[src/rtl/jk_pkg.sv]
// rtl/jk_pkg.sv - shared opcodes, FSM state and command record for the J/K command driver
package jk_pkg;

  localparam logic [1:0] OP_HOLD = 2'b00;
  localparam logic [1:0] OP_CLR  = 2'b01;
  localparam logic [1:0] OP_SET  = 2'b10;
  localparam logic [1:0] OP_TOG  = 2'b11;

  typedef enum logic {IDLE, DRIVE} state_t;

  typedef struct packed {
    logic [1:0] op;
    logic [3:0] len;
  } cmd_t;

  // Next q of a JK flop given its current j/k inputs.
  function automatic logic jk_next(input logic j, input logic k, input logic q);
    case ({j, k})
      OP_CLR:  jk_next = 1'b0;
      OP_SET:  jk_next = 1'b1;
      OP_TOG:  jk_next = ~q;
      default: jk_next = q;
    endcase
  endfunction

endpackage

[src/rtl/jk_cmd_fifo.sv]
// rtl/jk_cmd_fifo.sv - DEPTH x W synchronous FIFO, wrap-bit pointers, async active-high reset
module jk_cmd_fifo #(
  parameter int DEPTH = 4,
  parameter int W     = 6
) (
  input  logic         clk,
  input  logic         reset,
  input  logic         push_i,
  input  logic [W-1:0] data_i,
  input  logic         pop_i,
  output logic [W-1:0] data_o,
  output logic         full_o,
  output logic         empty_o
);

  localparam int AW = $clog2(DEPTH);

  logic [AW:0]  wr_ptr_q, rd_ptr_q;
  logic [W-1:0] mem_q [DEPTH];
  logic         do_push, do_pop;

  assign empty_o = (wr_ptr_q == rd_ptr_q);
  // Same slot but different lap means every entry is occupied.
  assign full_o  = (wr_ptr_q[AW] != rd_ptr_q[AW]) &&
                   (wr_ptr_q[AW-1:0] == rd_ptr_q[AW-1:0]);
  assign do_push = push_i && !full_o;
  assign do_pop  = pop_i && !empty_o;
  assign data_o  = mem_q[rd_ptr_q[AW-1:0]];

  always_ff @(posedge clk) begin
    if (do_push) mem_q[wr_ptr_q[AW-1:0]] <= data_i;
  end

  always_ff @(posedge clk or posedge reset) begin
    if (reset) begin
      wr_ptr_q <= '0;
      rd_ptr_q <= '0;
    end else begin
      if (do_push) wr_ptr_q <= wr_ptr_q + {{AW{1'b0}}, 1'b1};
      if (do_pop)  rd_ptr_q <= rd_ptr_q + {{AW{1'b0}}, 1'b1};
    end
  end

endmodule

[src/rtl/jk_cmd_driver.sv]
// rtl/jk_cmd_driver.sv - queued J/K command driver for one jk_ff; JK_CHECK_EN adds the q/q_bar checker
module jk_cmd_driver
  import jk_pkg::*;
#(
  parameter int DEPTH = 4,
  parameter int CNT_W = 8
) (
  input  logic             clk,
  input  logic             reset,
  input  logic             cmd_valid,
  output logic             cmd_ready,
  input  logic [1:0]       cmd_op,
  input  logic [3:0]       cmd_len,
  output logic             j,
  output logic             k,
  input  logic             q,
  input  logic             q_bar,
  output logic             busy,
  output logic             done,
  output logic             err,
  output logic [CNT_W-1:0] err_cnt
);

  cmd_t   push_cmd, head_cmd;
  logic   full, empty, pop;
  state_t state_q;
  logic   j_q, k_q, done_q;
  logic [3:0] rem_q;

  assign push_cmd = '{op: cmd_op, len: cmd_len};

  jk_cmd_fifo #(.DEPTH(DEPTH), .W(6)) u_fifo (
    .clk     (clk),
    .reset   (reset),
    .push_i  (cmd_valid),
    .data_i  (push_cmd),
    .pop_i   (pop),
    .data_o  (head_cmd),
    .full_o  (full),
    .empty_o (empty)
  );

  // The head is consumed whenever the FSM is free to start a command, including the
  // last drive cycle of the previous one so consecutive commands run without a gap.
  assign pop = !empty && ((state_q == IDLE) || (rem_q == 4'd0));

  always_ff @(posedge clk or posedge reset) begin
    if (reset) begin
      state_q <= IDLE;
      j_q     <= 1'b0;
      k_q     <= 1'b0;
      rem_q   <= 4'd0;
      done_q  <= 1'b0;
    end else begin
      done_q <= 1'b0;
      case (state_q)
        IDLE: begin
          if (!empty) begin
            j_q     <= head_cmd.op[1];
            k_q     <= head_cmd.op[0];
            rem_q   <= head_cmd.len;
            state_q <= DRIVE;
          end
        end
        DRIVE: begin
          if (rem_q == 4'd0) begin
            done_q <= 1'b1;
            if (!empty) begin
              j_q   <= head_cmd.op[1];
              k_q   <= head_cmd.op[0];
              rem_q <= head_cmd.len;
            end else begin
              j_q     <= 1'b0;
              k_q     <= 1'b0;
              state_q <= IDLE;
            end
          end else begin
            rem_q <= rem_q - 4'd1;
          end
        end
        default: state_q <= IDLE;
      endcase
    end
  end

  assign cmd_ready = !full;
  assign j         = j_q;
  assign k         = k_q;
  assign busy      = (state_q == DRIVE);
  assign done      = done_q;

`ifdef JK_CHECK_EN
  logic             exp_q_q, err_q, mismatch;
  logic [CNT_W-1:0] err_cnt_q;

  assign mismatch = (q != exp_q_q) || (q_bar != ~exp_q_q);

  always_ff @(posedge clk or posedge reset) begin
    if (reset) begin
      exp_q_q   <= 1'b0;
      err_q     <= 1'b0;
      err_cnt_q <= '0;
    end else begin
      exp_q_q <= jk_next(j_q, k_q, exp_q_q);
      err_q   <= mismatch;
      if (mismatch && (err_cnt_q != {CNT_W{1'b1}}))
        err_cnt_q <= err_cnt_q + {{(CNT_W-1){1'b0}}, 1'b1};
    end
  end

  assign err     = err_q;
  assign err_cnt = err_cnt_q;
`else
  logic unused_q;
  assign unused_q = q ^ q_bar;
  assign err      = 1'b0;
  assign err_cnt  = '0;
`endif

endmodule
[config.mk]
export PLATFORM = sky130hd
export DESIGN_NAME = jk_cmd_driver
export DESIGN_NICKNAME = d
export VERILOG_FILES = /design/src/rtl/jk_pkg.sv /design/src/rtl/jk_cmd_fifo.sv /design/src/rtl/jk_cmd_driver.sv
export SDC_FILE = /design/constraint.sdc
export NUM_CORES = 1
export LEC_CHECK = 0
export BUFFER_PORTS_ARGS = -buffer_cell sky130_fd_sc_hd__buf_4
export CORE_ASPECT_RATIO = 1.25
export CORE_MARGIN = 2
export CORE_UTILIZATION = 40
export DETAILED_ROUTE_END_ITERATION = 7
export PLACE_DENSITY = 0.58
export SYNTH_ARGS = -nofsm -noshare
export SYNTH_HDL_FRONTEND = slang
export SYNTH_SLANG_ARGS = --single-unit
export TNS_END_PERCENT = 100
[constraint.sdc]
create_clock -name clk -period 2.1 [get_ports clk]
set_input_delay 0.21 -clock clk [delete_from_list [all_inputs] [get_ports clk]]
set_output_delay 0.21 -clock clk [all_outputs]
set_load 0.01 [all_outputs]
==> metrics, run 1 <==
drt first-iter violations 41; Layout Area Growth over Synthesis 13.5%; Tmin final about 1.9 ns; Startpoint Class flop; final sum of negative setup slack 0 ns; Synth top area share between 40% and 50%; register-to-register setup slack 0.24 ns; RSZ-0062 raised after global routing no; Data arrival, critical path 2.04 ns; dominant cell by count in the synthesized netlist sky130_fd_sc_hd__edfxtp_1; fill cell count slightly above 400; Root Buffer sky130_fd_sc_hd__clkbuf_8; clock-pin slew reported for the worst setup and hold paths after clock tree synthesis about 0.080 ns; required time reported for the critical path endpoint between 2 and 2.5 ns; maximum number of pins on one net before global-route repair 15; global-route wire length before repair 4.48 mm; vias in the first global route 951; final count of pins violating max slew 0; number of placed I/O pins 25; Total Nets Final between 150 and 200; Num Clock Sinks 38; floorplan die height between 70 and 80 um; yosys warns 0; number of diodes 0; number of iterations in the first detailed-routing pass 4; Max FO, Critical Path 4; final standard cell area without fillers a little over 0.002 mm^2; CTS H-tree lvls 2; outcome complete, no violations; die width 63.6 um; design internal power between 1.5 and 2 mW; maximum clock insertion buffer count 2; count of flip-flops with a built-in enable after synthesis 24; CTS tree built; Cell Pwr Density 1370 mW/mm^2; share of total power in the clock network between 10% and 20%; Buffers on Ports 13; average vias per placed instance around 4.7; DRC violations left 0; fraction of power spent switching nets 33.7%; sequential-to-total area share from yosys stat 60.3%; post-detailed-placement half-perimeter wirelength ~1.9 mm; MaxCap Viol Count 0; leading post-synthesis cells by instance count sky130_fd_sc_hd__edfxtp_1, sky130_fd_sc_hd__dfrtp_1, sky130_fd_sc_hd__buf_4; dominant cells by area after synthesis sky130_fd_sc_hd__edfxtp_1, sky130_fd_sc_hd__dfrtp_1, sky130_fd_sc_hd__mux4_1; slew at the pin closest to its max-slew limit 0.552 ns; initial antenna violation count 0; fraction of layout cells with a size suffix above 1 22.3%; cell area after synthesis approximately 0.0018 mm^2; Cell Area, Placed between 0.0015 and 0.002 mm^2; number of setup violations in the final report 0; final hold violation count 0; number of cells upsized or downsized after cts 0; total wirelength of the detailed-routed design about 2.6 mm; count of mapped cells out of synthesis 117; endpoint type of the worst setup path flop; class of the most critical setup path flop to flop; top flip-flop cell by instance count after synthesis sky130_fd_sc_hd__edfxtp_1; remaining antenna violation count after routing 0; final cycle utilization of the critical path roughly 90%; initial core utilization around 41%; final clock skew 0.00515 ns; final RePlAce weighted congestion about 0.75; Max Freq roughly 0.54 GHz; global route overflow 0; mean cell area of the mapped netlist around 15 um^2; min-delay worst type input port to flop; relative contribution of combinational cells to total power about two fifths; row cnt 27; routed length per placed instance roughly 13 um; LEAKAGE around 0.83 nW; largest area contributor in the synthesized netlist sky130_fd_sc_hd__edfxtp_1; reported net switching power a little over 0.9 mW; number of CTS-inserted buffers 5; source-to-sink clock delay at the later pin of the worst-skew pair approximately 0.28 ns; core region area approximately 0.0043 mm^2; Max IR drop VDD 0.624 mV; slew margin rel. around 63%; Yosys cell types 33; via count slightly above 900; number of synthesized register bits 38; sequential share of power ~44%; async set or reset register ratio after synthesis a little under two fifths; GRT Total Usage 12.1%; Die Area roughly 0.0050 mm^2
[state kept, by name (all words and copies together) (netlist names)]
signal	cells
u_fifo.mem_q	24
rem_q	4
u_fifo.rd_ptr_q	3
u_fifo.wr_ptr_q	3
busy	1
done	1
j	1
k	1
[cell families (layout without fill, tap and decap cells)]
kind of cell               count (synthesis)  after routing  share of synthesized area [%]
and+or+nand+nor                           20             20                           6.76
buffers and inverters                     19             33                           6.83
muxes                                     12             12                           12.4
xor gates and xnor gates                   9              9                           4.44
DFF                                       38             38                           60.3
adders and majority gates                  6              6                           4.23
AOI/OAI and AO/OA                         12             12                           4.86
other                                      1              9                          0.211
[cells in the final DEF, fill, tap and decap left out, types with 5 or more instances in the layout]
| cell | netlist | layout |
|---|---|---|
| sky130_fd_sc_hd__conb_1 | 1 | 9 |
| sky130_fd_sc_hd__mux4_1 | 6 | 6 |
| sky130_fd_sc_hd__buf_4 | 9 | 18 |
| sky130_fd_sc_hd__ha_1 | 6 | 6 |
| sky130_fd_sc_hd__inv_1 | 6 | 6 |
| sky130_fd_sc_hd__dfrtp_1 | 14 | 14 |
| sky130_fd_sc_hd__and2_1 | 5 | 5 |
| sky130_fd_sc_hd__clkbuf_8 | 0 | 5 |
| sky130_fd_sc_hd__edfxtp_1 | 24 | 24 |
| sky130_fd_sc_hd__xnor2_1 | 5 | 5 |
[path summary, 6_finish.rpt]
path	from	end	depth (start not counted)
setup / recovery	rem_q[0]$_DFF_PP0_	rem_q[3]$_DFF_PP0_	6
hold / removal	cmd_len[2]	u_fifo.mem_q[2][2]$_DFFE_PP_	1
setup reg to reg	rem_q[0]$_DFF_PP0_	rem_q[3]$_DFF_PP0_	6
hold reg to reg	u_fifo.wr_ptr_q[2]$_DFFE_PP0N_	u_fifo.wr_ptr_q[2]$_DFFE_PP0N_	1
max in group asynchronous	reset	u_fifo.rd_ptr_q[1]$_DFFE_PP0P_	3
min in group asynchronous	reset	u_fifo.wr_ptr_q[0]$_DFFE_PP0N_	3
[power groups by stage]
stage | registers [mW] | logic [mW] | clock network, mW
2_1_floorplan | 1.17 | 0.865 | 0
3_3_place_gp | 1.22 | 1.06 | 0
3_5_place_dp | 1.23 | 1.08 | 0
4_1_cts | 1.22 | 1.09 | 0.509
5_1_grt | 1.24 | 1.20 | 0.552
6_report | 1.21 | 1.06 | 0.487
[routing by layer]
metal	vias to the layer above	wire length, um	part of all wire [%]	track usage, %
met5	-	0	0	0
met2	22	1320	51	19.5
li1	459	-	-	-
met3	2	86	3.3	2.58
met4	0	20	0.76	5.87
met1	450	1190	45	15.5
[critical path, stage by stage (launching register included)]
cell                      delay [ns]
sky130_fd_sc_hd__dfrtp_1        0.38
sky130_fd_sc_hd__inv_1          0.10
sky130_fd_sc_hd__ha_1           0.20
sky130_fd_sc_hd__nor3b_1        0.32
sky130_fd_sc_hd__and2b_4        0.25
sky130_fd_sc_hd__mux2_2         0.26
sky130_fd_sc_hd__o221a_1        0.24
[per-stage QoR]
stage / worst slack (ns) / utilization, % / hold slack (ns) / std cells / total power, mW
2_1_floorplan: 0.329 / - / 0.0992 / 125 / 2.03
3_3_place_gp: 0.286 / 44.3 / 0.292 / 188 / 2.28
3_5_place_dp: 0.232 / 44.3 / 0.306 / 188 / 2.32
4_1_cts: 0.226 / 46.6 / 0.109 / 197 / 2.81
5_1_grt: 0.0934 / 46.6 / 0.105 / 197 / 2.99
6_report: 0.239 / 46.6 / 0.123 / 197 / 2.77
[layout make-up]
cell class / count / area (um^2) / share of cell area (%)
clock buffer: 5 / 68.8 / 3.41
clock inverter: 3 / 21.3 / 1.06
inverter: 6 / 22.5 / 1.12
multi-input combinational: 68 / 614 / 30.5
sequential: 38 / 1070 / 53.1
tap: 58 / 72.6 / 3.60
timing repair buffer: 19 / 145 / 7.20
[timing repair]
item                                   4_1_cts  5_1_grt
buffers inserted                             0        0
endpoints found under the hold margin       14        0
hold buffers                                 1        0
(Power assumes the default switching activity.)
==> inputs of run 2 (changes only) <==
--- a/config.mk
+++ b/config.mk
@@ -11,7 +11,8 @@
 export CORE_UTILIZATION = 40
 export DETAILED_ROUTE_END_ITERATION = 7
 export PLACE_DENSITY = 0.58
+export RECOVER_POWER = 100
 export SYNTH_ARGS = -nofsm -noshare
 export SYNTH_HDL_FRONTEND = slang
 export SYNTH_SLANG_ARGS = --single-unit
-export TNS_END_PERCENT = 100
+export TNS_END_PERCENT = 50
==> run 2 against run 1 <==
  * Worst hold slack gained 0.055 ns
  * Total power shrank 3.2%
  * Non-clock buffer count is the same
  * Routed wire length grew 0.57%
  * Highest routed layer unchanged
==> metrics, run 2 (synthesized netlist as in run 1, its figures left out) <==
required time reported for the critical path endpoint 2.27 ns (about the same); CTS tree built; count of buffers added by post-CTS timing repair for setup 0 (unchanged); floorplan die height 78.5 um (unchanged); fill cell count 421 (+3.4%); Max FO, Critical Path 11 (+7); Max Freq 0.526 GHz (-2.1%); slew margin rel. 63.0% (-0.24 points); source-to-sink clock delay at the later pin of the worst-skew pair 0.28 ns (about the same); min-delay worst type input port to flop; outcome complete, no violations; relative contribution of combinational cells to total power 36.5% (-2.0 points); slew at the pin closest to its max-slew limit 0.555 ns (+0.00354 ns); final count of pins violating max slew 0 (unchanged); final clock skew 0.00479 ns (-0.000355 ns); via count 931 (-0.21%); Layout Area Growth over Synthesis 10.0%; share of total power in the clock network 18.1% (+0.5 points); Startpoint Class flop; RSZ-0062 raised after global routing no; Data arrival, critical path 2.07 ns (+0.03 ns); DRC violations left 0 (unchanged); vias in the first global route 951 (unchanged); reg2reg start u_fifo.rd_ptr_q[0]$_DFFE_PP0P_; register-to-register setup slack 0.20 ns (-0.04 ns); number of diodes 0 (unchanged); number of CTS-inserted buffers 5 (unchanged); global-route wire length before repair 4.48 mm (unchanged); max FFs per register 24 (unchanged); reported net switching power 0.925 mW (-0.77%); global route overflow 0 (unchanged); Root Buffer sky130_fd_sc_hd__clkbuf_8; GRT Total Usage 12.1% (unchanged); number of setup violations in the final report 0 (unchanged); final cycle utilization of the critical path 90.5% (+1.9 points); min-delay src cmd_len[2]; final RePlAce weighted congestion 0.748 (unchanged); die width 63.6 um (unchanged); routed length per placed instance 13.4 um (+0.57%); final hold violation count 0 (unchanged); maximum clock insertion buffer count 2 (unchanged); final sum of negative setup slack 0 ns (unchanged); fraction of power spent switching nets 34.6% (+0.84 points); remaining antenna violation count after routing 0 (unchanged); total wirelength of the detailed-routed design 2.63 mm (+0.57%); number of placed I/O pins 25 (unchanged); Buffers on Ports 13 (unchanged); design internal power 1.75 mW (-4.4%); post-detailed-placement half-perimeter wirelength 1.89 mm (unchanged); Max IR drop VDD 0.622 mV (-0.40%); Total Nets Final 155 (unchanged); initial antenna violation count 0 (unchanged); final standard cell area without fillers 0.00195 mm^2 (-3.0%); most frequent standard cell in the layout excluding fill and tap cells sky130_fd_sc_hd__edfxtp_1; MaxCap Viol Count 0 (unchanged); LEAKAGE 0.773 nW (-7.1%); row cnt 27 (unchanged); number of cells upsized or downsized after cts 0 (unchanged); timing startpoint of the critical path u_fifo.rd_ptr_q[0]$_DFFE_PP0P_; initial core utilization 41.1% (unchanged); Cell Pwr Density 1370 mW/mm^2 (-0.14%); CTS H-tree lvls 2 (unchanged); Cell Area, Placed 0.00192 mm^2 (unchanged); drt first-iter violations 44 (+7.3%); fraction of layout cells with a size suffix above 1 10.1% (-12 points); average vias per placed instance 4.73 (-0.21%); clock-pin slew reported for the worst setup and hold paths after clock tree synthesis 0.08 ns (about the same); leading cell types in the layout, fill and taps excluded sky130_fd_sc_hd__edfxtp_1, sky130_fd_sc_hd__dfrtp_1, sky130_fd_sc_hd__clkbuf_1, sky130_fd_sc_hd__conb_1; endpoint type of the worst setup path flop; Num Clock Sinks 38 (unchanged); Die Area 0.00499 mm^2 (unchanged); maximum number of pins on one net before global-route repair 15 (unchanged); Hold-fix buffers, CTS 1 (unchanged); class of the most critical setup path flop to flop; number of iterations in the first detailed-routing pass 4 (unchanged); core region area 0.00432 mm^2 (unchanged); sequential share of power 45.3% (+1.4 points); Tmin final 1.90 ns (+0.0393 ns)
[run 2: metrics by stage]
stage          total power, mW  util (%)  setup slack (ns)  hold slack [ns]  std cells
3_5_place_dp              2.32      44.3             0.232            0.306        188
4_1_cts                   2.81      46.6             0.226            0.109        197
3_3_place_gp              2.28      44.3             0.286            0.292        188
6_report                  2.68      45.2             0.200            0.178        197
5_1_grt                   2.91      45.2            0.0556            0.179        197
2_1_floorplan             2.03         -             0.329           0.0992        125
[run 2: final timing paths]
| check | endpoint | cells after the start |
|---|---|---|
| min in group asynchronous | u_fifo.wr_ptr_q[0]$_DFFE_PP0N_ | 3 |
| hold reg to reg | u_fifo.wr_ptr_q[2]$_DFFE_PP0N_ | 1 |
| max in group asynchronous | u_fifo.rd_ptr_q[1]$_DFFE_PP0P_ | 3 |
| hold / removal | u_fifo.mem_q[2][2]$_DFFE_PP_ | 1 |
| setup reg to reg | rem_q[0]$_DFF_PP0_ | 4 |
| setup / recovery | rem_q[0]$_DFF_PP0_ | 4 |
[run 2: cell type report]
type	instances	area, um^2	share of cell area [%]
Clock inverter	3	21.3	1.09
Multi-Input combinational cell	68	606	31.0
Clock buffer	5	68.8	3.52
Tap cell	58	72.6	3.71
Sequential cell	38	1070	54.8
Timing Repair Buffer	19	92.6	4.74
Inverter	6	22.5	1.15
[run 2: worst max-delay path, cell delays in order, from the launching register on]
cell and delay [ns]:
sky130_fd_sc_hd__dfrtp_1 0.52, sky130_fd_sc_hd__xor2_1 0.20, sky130_fd_sc_hd__or3_1 0.50, sky130_fd_sc_hd__and2_0 0.26, sky130_fd_sc_hd__a221o_1 0.31
[run 2: metal layers]
| layer | wire length (um) | up-vias | track usage, % |
|---|---|---|---|
| li1 | - | 459 | - |
| met1 | 1200 | 450 | 15.5 |
| met2 | 1330 | 20 | 19.5 |
| met3 | 85 | 2 | 2.58 |
| met4 | 20 | 0 | 5.87 |
| met5 | 0 | - | 0 |
[run 2: power groups by stage]
| stage | combinational, mW | sequential [mW] | clock [mW] |
|---|---|---|---|
| floorplan | 0.865 | 1.17 | 0 |
| detailed placement | 1.08 | 1.23 | 0 |
| CTS | 1.09 | 1.22 | 0.509 |
| global route | 1.11 | 1.24 | 0.552 |
| global placement | 1.06 | 1.22 | 0 |
| finish | 0.978 | 1.21 | 0.486 |
==> inputs of run 3 (changes only) <==
--- a/config.mk
+++ b/config.mk
@@ -9,10 +9,13 @@
 export CORE_ASPECT_RATIO = 1.25
 export CORE_MARGIN = 2
 export CORE_UTILIZATION = 40
+export CTS_BUF_LIST = sky130_fd_sc_hd__clkbuf_16
 export DETAILED_ROUTE_END_ITERATION = 7
+export GPL_ROUTABILITY_DRIVEN = 1
 export PLACE_DENSITY = 0.58
 export RECOVER_POWER = 100
 export SYNTH_ARGS = -nofsm -noshare
 export SYNTH_HDL_FRONTEND = slang
+export SYNTH_HIERARCHICAL = 1
 export SYNTH_SLANG_ARGS = --single-unit
 export TNS_END_PERCENT = 50
==> run 3 against run 2 <==
  * Combinational power is 29% higher
  * Utilization is 3.1 points higher
  * Final cell count is 7.1% higher
  * Sequential share of layout area is 5.1 points lower
  * Maximum frequency is 0.25% lower
  * Sequential power hardly changed
  * Clock power is 96% higher
  * Setup slack worse by 0.0047 ns
  * First-iteration DRC count is 50% higher
  * Die area is 5.4% higher
  * Critical endpoint is now u_fifo/rd_ptr_q[2]$_DFFE_PP0P_
==> metrics, run 3 <==
outcome complete, no violations; final non-filler cell total 211 (+7.1%); async set or reset register ratio after synthesis 36.8% (unchanged); final sum of negative setup slack 0 ns (unchanged); global route overflow 0 (unchanged); RSZ-0062 raised after global routing no; routed length per placed instance 15.5 um (+16%); initial core utilization 42.1% (+1.1 points); required time reported for the critical path endpoint 2.30 ns (+0.03 ns); core region area 0.00446 mm^2 (+3.1%); number of CTS-inserted buffers 5 (unchanged); final clock skew 0.00140 ns (-0.00340 ns); maximum clock insertion buffer count 2 (unchanged); endpoint type of the worst setup path flop; Buffers on Ports 13 (unchanged); Util after Layout 48.3% (+3.1 points); Max Freq 0.525 GHz (-0.25%); Num Clock Sinks 38 (unchanged); die width 65.3 um (+2.7%); slew margin rel. 64.0% (+1.1 points); count of buffers added by post-CTS timing repair for setup 0 (unchanged); dominant cell by count in the synthesized netlist sky130_fd_sc_hd__edfxtp_1; final standard cell area without fillers 0.00215 mm^2 (+10%); Cell Area, Placed 0.00202 mm^2 (+5.2%); post-detailed-placement half-perimeter wirelength 2.35 mm (+24%); number of diodes 0 (unchanged); Cell Pwr Density 1590 mW/mm^2 (+16%); CTS H-tree lvls 2 (unchanged); final hold violation count 0 (unchanged); initial antenna violation count 0 (unchanged); slew at the pin closest to its max-slew limit 0.538 ns (-0.0170 ns); mean cell area of the mapped netlist 14.2 um^2 (-6.2%); Data arrival, critical path 2.10 ns (+0.03 ns); Startpoint Class flop; Max FO, Critical Path 6 (-5); XOR/XNOR Fraction of Synth Area 5.39% (+0.96 points); maximum number of pins on one net before global-route repair 13 (-2); MaxCap Viol Count 0 (unchanged); final count of pins violating max slew 0 (unchanged); number of placed I/O pins 25 (unchanged); Yosys cell types 36 (+9.1%); sequential-to-total area share from yosys stat 57.0% (-3.3 points); main combinational cell family by area after synthesis multiplexers; fill cell count 418 (-0.71%); Total Nets Final 169 (+9.0%); max FFs per register 24 (unchanged); min-delay worst type input port to flop; largest area contributor in the synthesized netlist sky130_fd_sc_hd__edfxtp_1; remaining antenna violation count after routing 0 (unchanged); global-route wire length before repair 5.57 mm (+24%); drt first-iter violations 66 (+50%); number of placed instances with taps included 202 (+7.4%); synthesized-area fraction occupied by ao, oa, aoi and oai cells 8.66% (+3.8 points); Die Area 0.00527 mm^2 (+5.4%); number of synthesized register bits 38 (unchanged); count of flip-flops with a built-in enable after synthesis 24 (unchanged); clock-pin slew reported for the worst setup and hold paths after clock tree synthesis 0.05 ns (-0.03 ns); GRT Total Usage 14.8% (+2.6 points); Worst Hold Slack 0.183 ns (+0.00552 ns); yosys warns 6 (+6); leading cell types in the layout, fill and taps excluded sky130_fd_sc_hd__edfxtp_1, sky130_fd_sc_hd__dfrtp_1, sky130_fd_sc_hd__clkbuf_1, sky130_fd_sc_hd__inv_1, sky130_fd_sc_hd__conb_1; Tmin final 1.90 ns (+0.00470 ns); dominant cells by area after synthesis sky130_fd_sc_hd__edfxtp_1, sky130_fd_sc_hd__dfrtp_1, sky130_fd_sc_hd__mux4_2; final RePlAce weighted congestion 0.805 (+7.6%); number of iterations in the first detailed-routing pass 4 (unchanged); most frequent standard cell in the layout excluding fill and tap cells sky130_fd_sc_hd__edfxtp_1; Synth top area share 38.3% (-2.2 points); CTS tree built; row cnt 27 (unchanged); final cycle utilization of the critical path 90.7% (+0.22 points); arithmetic-cell share of the synthesized area counting full adders, half adders and majority gates 3.99% (-0.23 points); total wirelength of the detailed-routed design 3.28 mm (+25%); via count 1043 (+12%); cell area after synthesis 0.00188 mm^2 (+5.8%); count of mapped cells out of synthesis 132 (+13%); floorplan die height 80.6 um (+2.7%); Max IR drop VDD 0.858 mV (+38%); class of the most critical setup path flop to flop; portion of netlist area occupied by mux cells 10.7% (-1.7 points); LEAKAGE 0.864 nW (+12%); Synth Area in Simple Gates 7.12% (+0.36 points); top flip-flop cell by instance count after synthesis sky130_fd_sc_hd__edfxtp_1; Root Buffer sky130_fd_sc_hd__clkbuf_16; DRC violations left 0 (unchanged); number of setup violations in the final report 0 (unchanged); fraction of layout cells with a size suffix above 1 15.7% (+5.6 points); Layout Area Growth over Synthesis 14.6%; source-to-sink clock delay at the later pin of the worst-skew pair 0.28 ns (about the same); vias in the first global route 1109 (+17%); average vias per placed instance 4.94 (+4.6%); leading post-synthesis cells by instance count sky130_fd_sc_hd__edfxtp_1, sky130_fd_sc_hd__dfrtp_1, sky130_fd_sc_hd__buf_4, sky130_fd_sc_hd__inv_1
-- run 3: cell count changes after synthesis, moves of 3 or more --
cell                       before  now
sky130_fd_sc_hd__mux4_1         6    0
sky130_fd_sc_hd__mux4_2         0    6
sky130_fd_sc_hd__a21oi_1        1    6
sky130_fd_sc_hd__and2_1         5    1
sky130_fd_sc_hd__inv_1          6   10
sky130_fd_sc_hd__o21ai_0        4    0
sky130_fd_sc_hd__and3_1         0    3
sky130_fd_sc_hd__nand2b_1       2    5
sky130_fd_sc_hd__o31ai_1        1    4
-- run 3: final cells by class --
| type | count | area [um^2] | area share (%) |
|---|---|---|---|
| repair buffers | 18 | 96.3 | 4.47 |
| multi-input cells | 79 | 688 | 31.9 |
| clock inverters | 3 | 63.8 | 2.96 |
| clock buffers | 5 | 125 | 5.81 |
| flip-flops and latches | 38 | 1070 | 49.7 |
| inverters | 10 | 37.5 | 1.74 |
| well taps | 58 | 72.6 | 3.37 |
-- run 3: worst paths after layout --
path                                    start  slack (ns)                              to  cells past startpoint
min in group asynchronous               reset        0.41  u_fifo/rd_ptr_q[0]$_DFFE_PP0P_                      3
min reg2reg                     j$_DFFE_PP0P_        0.50                   j$_DFFE_PP0P_                      1
max in group asynchronous               reset        1.43              rem_q[0]$_DFF_PP0_                      3
max                        rem_q[0]$_DFF_PP0_        0.20  u_fifo/rd_ptr_q[2]$_DFFE_PP0P_                      8
min                                cmd_len[0]        0.18    u_fifo/mem_q[1][0]$_DFFE_PP_                      1
max reg2reg                rem_q[0]$_DFF_PP0_        0.20  u_fifo/rd_ptr_q[2]$_DFFE_PP0P_                      8
-- run 3: power by group --
part,switching [mW],internal (mW),total (mW)
combinational,0.683,0.580,1.26
clock,0.277,0.675,0.952
sequential,0.186,1.03,1.21
total,1.15,2.28,3.43
-- run 3: timing repair --
action,CTS,global route
endpoints found under the hold margin,14,0
hold buffers,1,0
gates resized for setup,0,0
-- run 3: stage by stage --
step / setup slack, ns / power (mW)
detailed placement: 0.231 / 2.58
finish: 0.195 / 3.43
global route: 0.0838 / 3.67
global placement: 0.308 / 2.52
CTS: 0.206 / 3.56
floorplan: 0.295 / 2.23
-- run 3: kinds of logic (layout without fill, tap and decap cells) --
family	count (synthesis)	count (layout)
AO/OA/AOI/OAI	21	21
XOR/XNOR	9	9
adder cells (fa/ha/maj)	6	6
buffers and inverters	23	36
flip-flops	38	38
multiplexers	12	12
other	1	9
AND/OR/NAND/NOR	22	22
-- run 3: layer usage --
metal,vias up,part of all wire [%],GRT usage [%]
li1,506,-,-
met1,507,43,16.9
met2,25,51,24.5
met3,5,4.1,4.76
met4,0,2.3,7.50
met5,-,0,0
-- run 3: critical path: stages (launching register included) --
cell and delay (ns):
sky130_fd_sc_hd__dfrtp_1 0.42, sky130_fd_sc_hd__inv_1 0.07, sky130_fd_sc_hd__ha_1 0.20, sky130_fd_sc_hd__or3b_1 0.44, sky130_fd_sc_hd__a21oi_1 0.19, sky130_fd_sc_hd__buf_4 0.16
sky130_fd_sc_hd__and2_1 0.16, sky130_fd_sc_hd__nor2_1 0.04, sky130_fd_sc_hd__a31oi_1 0.14
